`src/rtl/times_table_sequencer.sv`:
```
// times_table_sequencer: sweeps all 64 {a,b} entries of a downstream
// times-table memory, captures each product with its operands and keeps a
// running sum of the captured products.
// Optional build macro TTSEQ_SELF_CHECK_EN adds a sticky err output that
// flags any captured product that differs from res_a*res_b.
module times_table_sequencer #(
  parameter int unsigned READ_LATENCY = 1,
  localparam int unsigned OP_W   = 3,
  localparam int unsigned ADDR_W = 2 * OP_W,
  localparam int unsigned DATA_W = 6,
  localparam int unsigned SUM_W  = 12
) (
  input  logic              clk,
  input  logic              rst_n,
  input  logic              start,
  input  logic              pause,
  output logic [OP_W-1:0]   a,
  output logic [OP_W-1:0]   b,
  output logic              enable,
  input  logic [DATA_W-1:0] result,
  output logic              res_valid,
  output logic [OP_W-1:0]   res_a,
  output logic [OP_W-1:0]   res_b,
  output logic [DATA_W-1:0] res_data,
  output logic              busy,
  output logic              done,
  output logic [SUM_W-1:0]  sum
`ifdef TTSEQ_SELF_CHECK_EN
  ,
  output logic              err
`endif
);

  typedef enum logic [1:0] {
    IDLE  = 2'd0,
    RUN   = 2'd1,
    DRAIN = 2'd2,
    DONE  = 2'd3
  } state_t;

  // Tracks one outstanding read while the memory works on it.
  typedef struct packed {
    logic            v;
    logic [OP_W-1:0] a;
    logic [OP_W-1:0] b;
  } tag_t;

  localparam logic [ADDR_W-1:0] LAST_ADDR = ADDR_W'((1 << ADDR_W) - 1);

  state_t            state;
  state_t            state_nx;
  logic [ADDR_W-1:0] addr;
  tag_t              tag_q [READ_LATENCY];
  tag_t              tag_out;
  logic              issue;
  logic              start_acc;
  logic              last_issue;
  logic              tags_empty;

  // Operand address is a single counter with a as the major field.
  assign {a, b}     = addr;
  assign issue      = (state == RUN) && !pause;
  assign enable     = issue;
  assign start_acc  = (state == IDLE) && start;
  assign last_issue = issue && (addr == LAST_ADDR);
  assign tag_out    = tag_q[READ_LATENCY-1];

  // Pipeline is empty once no tag in flight is marked valid.
  always_comb begin
    tags_empty = 1'b1;
    for (int unsigned i = 0; i < READ_LATENCY; i++) begin
      if (tag_q[i].v) tags_empty = 1'b0;
    end
  end

  // Next-state decode.
  always_comb begin
    state_nx = state;
    case (state)
      IDLE:    if (start) state_nx = RUN;
      RUN:     if (last_issue) state_nx = DRAIN;
      DRAIN:   if (tags_empty) state_nx = DONE;
      DONE:    state_nx = IDLE;
      default: state_nx = IDLE;
    endcase
  end

  // State register with busy/done registered from the next state.
  always_ff @(posedge clk or negedge rst_n) begin
    if (!rst_n) begin
      state <= IDLE;
      busy  <= 1'b0;
      done  <= 1'b0;
    end else begin
      state <= state_nx;
      busy  <= (state_nx != IDLE);
      done  <= (state_nx == DONE);
    end
  end

  // Address counter: cleared on an accepted start, advances per issued read.
  always_ff @(posedge clk or negedge rst_n) begin
    if (!rst_n) begin
      addr <= '0;
    end else if (start_acc) begin
      addr <= '0;
    end else if (issue) begin
      addr <= addr + ADDR_W'(1);
    end
  end

  // Tag pipeline shifts every cycle; idle cycles insert an invalid tag.
  always_ff @(posedge clk or negedge rst_n) begin
    if (!rst_n) begin
      for (int unsigned i = 0; i < READ_LATENCY; i++) begin
        tag_q[i] <= '0;
      end
    end else begin
      tag_q[0] <= '{v: issue, a: a, b: b};
      for (int unsigned i = 1; i < READ_LATENCY; i++) begin
        tag_q[i] <= tag_q[i-1];
      end
    end
  end

  // Capture register: operands from the exiting tag, product from memory.
  always_ff @(posedge clk or negedge rst_n) begin
    if (!rst_n) begin
      res_valid <= 1'b0;
      res_a     <= '0;
      res_b     <= '0;
      res_data  <= '0;
    end else begin
      res_valid <= tag_out.v;
      if (tag_out.v) begin
        res_a    <= tag_out.a;
        res_b    <= tag_out.b;
        res_data <= result;
      end
    end
  end

  // Running total; a new sweep starts from zero, otherwise held after done.
  always_ff @(posedge clk or negedge rst_n) begin
    if (!rst_n) begin
      sum <= '0;
    end else if (start_acc) begin
      sum <= '0;
    end else if (tag_out.v) begin
      sum <= sum + SUM_W'(result);
    end
  end

`ifdef TTSEQ_SELF_CHECK_EN
  // Sticky flag for any captured product that disagrees with a*b.
  always_ff @(posedge clk or negedge rst_n) begin
    if (!rst_n) begin
      err <= 1'b0;
    end else if (start_acc) begin
      err <= 1'b0;
    end else if (tag_out.v && (result != (DATA_W'(tag_out.a) * DATA_W'(tag_out.b)))) begin
      err <= 1'b1;
    end
  end
`endif

endmodule

```
`config.mk`:
```
export PLATFORM = sky130hd
export DESIGN_NAME = times_table_sequencer
export DESIGN_NICKNAME = d
export VERILOG_FILES = /design/src/rtl/times_table_sequencer.sv
export SDC_FILE = /design/constraint.sdc
export NUM_CORES = 1
export LEC_CHECK = 0
export CORE_UTILIZATION = 50
export CTS_BUF_LIST = sky130_fd_sc_hd__clkbuf_4 sky130_fd_sc_hd__clkbuf_8
export CTS_CLUSTER_DIAMETER = 40
export CTS_CLUSTER_SIZE = 40
export DETAILED_ROUTE_END_ITERATION = 6
export PLACE_DENSITY = 0.8
export SLEW_MARGIN = 20
export SYNTH_ARGS = -nofsm -noshare
export SYNTH_HDL_FRONTEND = slang
export SYNTH_SLANG_ARGS = --single-unit
```
`constraint.sdc`:
```
create_clock -name clk -period 2.06 [get_ports clk]
set_input_delay 0.206 -clock clk [delete_from_list [all_inputs] [get_ports clk]]
set_output_delay 0.206 -clock clk [all_outputs]
set_load 0.02 [all_outputs]
```
==> flow_summary.json <==
{
  "cts_buffers": 5,
  "switchingPower_mw": 1.36,
  "critPathCaptureType": "flop",
  "grt_antenna_before_repair": 0,
  "critPathKind": "flop to flop",
  "ir_drop_mv": 0.974,
  "syn_nets": 174,
  "first_iter_violations": 62,
  "crit_path_cell_trace": "ha_1 > fa_1 > a21o_1 > a221oi_4 > o21ai_0 > a21oi_1",
  "die_h_um": 63.4,
  "period_needed_ps": 1880,
  "p_per_area_nw_per_um2": 1440,
  "synth_top_area_frac": 0.557,
  "ys_seq_elements": 42,
  "swShare": 0.372,
  "grt_pass1_wl_um": 7140,
  "fp-row-count": 21,
  "clock_skew_ps": 9.88,
  "worstPathMaxFanout": 6,
  "use_met2": 0.378,
  "p_int_mw": 2.30,
  "reg2reg_to": "sum[10]",
  "io_pins": 44,
  "gp_congestion": 0.910,
  "area_delta_synth_final_pct": 35.0,
  "r2r_start": "sum[0]",
  "core-area_um2": 3470,
  "worstPathRequired_ps": 2290,
  "slew_viol_final": 0,
  "clk_pin_slew_ps": 80,
  "worstSkewPairLatency_ps": 290,
  "grt_usage": 0.231,
  "grt-busiest-layer": "met2",
  "vias_per_cell": 5.53,
  "hp-class": "primary input to async pin",
  "worstPathArrival_ps": 2110,
  "p_leak_nw": 1.16,
  "drtPass1Iterations": 4,
  "drc": 0,
  "hold_viol": 0,
  "fill_cells": 246,
  "grt-ovfl-total": 0,
  "crit_start": "sum[0]",
  "first_global_vias": 1502,
  "synth_top_cell_by_area": "dfrtp_1",
  "maxSlewHeadroom": 0.815,
  "status": "completed",
  "cts_sinks": 42,
  "hold_ws_ps": 303,
  "cp_slowest_cell": "fa_1",
  "yosysSeqAreaShare": 0.557,
  "seq_power_share": 0.375,
  "drv_cap": 0,
  "endpoint": "sum[10]",
  "synth.area.top_cells": "dfrtp_1 56%, mux2_2 7.2%, ha_1 4.6%, nor2_1 2.8%, mux2i_1 2.7%",
  "syn_inst": 156,
  "reg2reg_depth": 6,
  "regToRegSetupSlack_ps": 180,
  "fp.dieW_um": 63.4,
  "gr-usage-met1": 0.295,
  "drive_above_1_share": 0.165,
  "cts_tree": "done",
  "synth_cell_types": 37,
  "final_core_util": 0.734,
  "slowest_delay_ps": 420,
  "rsz0062_at_grt": "no",
  "io_buffers": 43,
  "vias": 1426,
  "num_antenna_cells": 0,
  "grt_max_degree": 18,
  "fmax_ghz": 0.532,
  "synth_area_um2": 1890,
  "worst_pin_slew_ps": 277,
  "antenna_left": 0,
  "clockBufferDepth": 2,
  "period_share": 0.913,
  "gr-usage-met3": 0.0543,
  "cts_setup_buffers": 0,
  "yosysWarnings": 0,
  "wl_per_cell_um": 15.6,
  "startpoint_type": "flop",
  "placed_cell_area_um2": 2410,
  "cts.htree.levels": 2,
  "drt_wl_total_um": 4020,
  "finalSetupViolCount": 0,
  "power.share.clock": 0.175,
  "cts_root_buf": "clkbuf_8",
  "finalInstanceArea_um2": 2540,
  "nets": 229,
  "avgSynthCellArea_um2": 12.1,
  "start_util": 0.544,
  "dp_hpwl_um": 2910,
  "p_comb_frac": 0.451,
  "die-area_um2": 4020
}
==> kinds of logic after synthesis <==
group	after synthesis	synth area share
AOI/OAI and AO/OA	27	0.0962
xor gates and xnor gates	7	0.0325
adders and majority gates	8	0.0571
buffers and inverters	6	0.0133
DFF	42	0.557
muxes	17	0.0982
and+or+nand+nor	49	0.145
==> critical path, delay by kind of cell, from the launching register on <==
family / cells / cell delay, ps
adder cells (fa/ha/maj): 2 / 640
flip-flops: 1 / 400
AO/OA/AOI/OAI: 4 / 780
==> what timing repair did <==
action	in CTS	in global routing
hold endpoints to repair	10	0
endpoints found under the setup margin	0	1
resized for setup	0	1
hold buffers	1	0
==> state kept, by name, summed over array words and instances (netlist names) <==
signal     cells
addr           6
res_data       6
busy           1
sum           12
res_b          3
res_valid      1
res_a          3
state          2
tag_out        7
done           1
==> how the worst min path moves through the flow <==
| stage | from | depth (start not counted) | slack (ps) | end |
|---|---|---|---|---|
| CTS | rst_n | 2 | 320 | res_data[3] |
| finish | rst_n | 2 | 300 | sum[5] |
| global route | rst_n | 2 | 330 | sum[5] |
| global placement | rst_n | 1 | 90 | res_data[3] |
| floorplan | rst_n | 0 | -90 | addr[0] |
| detailed placement | rst_n | 1 | 100 | res_data[3] |
==> through the flow <==
step / cells / power, mW / TNS, ps / setup WS (ps)
4_1_cts: 258 / 3.65 / 0 / 130
3_3_place_gp: 249 / 2.93 / -156 / -52.4
6_report: 258 / 3.66 / 0 / 180
2_1_floorplan: 156 / 2.26 / 0 / 170
5_1_grt: 258 / 3.90 / 0 / 59.5
3_5_place_dp: 249 / 3.00 / -449 / -145
==> layout by cell type (no fill, tap or decap), drive strengths merged, types with 2 or more instances in the layout <==
master          n
a21o            5
a21oi           7
and3            3
and4            2
buf            10
clkbuf          5
clkdlybuf4s50  42
clkinv          2
dfrtp          42
ha              7
mux2           12
mux2i           5
nand2          10
nand2b          3
nand3           2
nor2           14
nor3            5
nor3b           3
o211a           2
o21ai           7
or3             3
xnor2           3
xor2            4
==> routing by layer <==
layer / routed length [um] / vias up
li1: - / 666
met1: 1630 / 695
met2: 2080 / 56
met3: 233 / 9
met4: 78 / 0
met5: 0 / -
==> power groups by stage <==
| stage | sequential [mW] | combinational [mW] | clock [mW] |
|---|---|---|---|
| 3_5_place_dp | 1.39 | 1.62 | 0 |
| 2_1_floorplan | 1.62 | 0.643 | 0 |
| 4_1_cts | 1.38 | 1.63 | 0.647 |
| 3_3_place_gp | 1.36 | 1.57 | 0 |
| 6_report | 1.37 | 1.65 | 0.639 |
| 5_1_grt | 1.43 | 1.79 | 0.681 |
==> area by class of cell <==
class / instances / area, um2 / area share
inverter: 1 / 3.75 / 0.00147
timing repair buffer: 53 / 503 / 0.198
tap: 46 / 57.6 / 0.0226
clock buffer: 5 / 68.8 / 0.0270
clock inverter: 3 / 40.0 / 0.0157
multi-input combinational: 108 / 821 / 0.323
sequential: 42 / 1050 / 0.413
==> synth_stat cells, drive strengths merged <==
master  instances
nand4b          1
nor3b           3
o21ai           7
and3            3
or3b            1
mux2           12
inv             1
dfrtp          42
o211ai          1
or3             3
a221oi          1
nor2           14
nor3            5
o2111a          1
o22ai           1
a21oi           7
ha              7
fa              1
a21o            5
clkbuf          2
mux2i           5
buf             3
nand2b          3
a211oi          1
nand2          10
nand3           2
xnor2           3
and4            2
a31oi           1
o211a           2
and4b           1
nand4           1
xor2            4
Note: power is estimated with default switching activity, not from simulation.
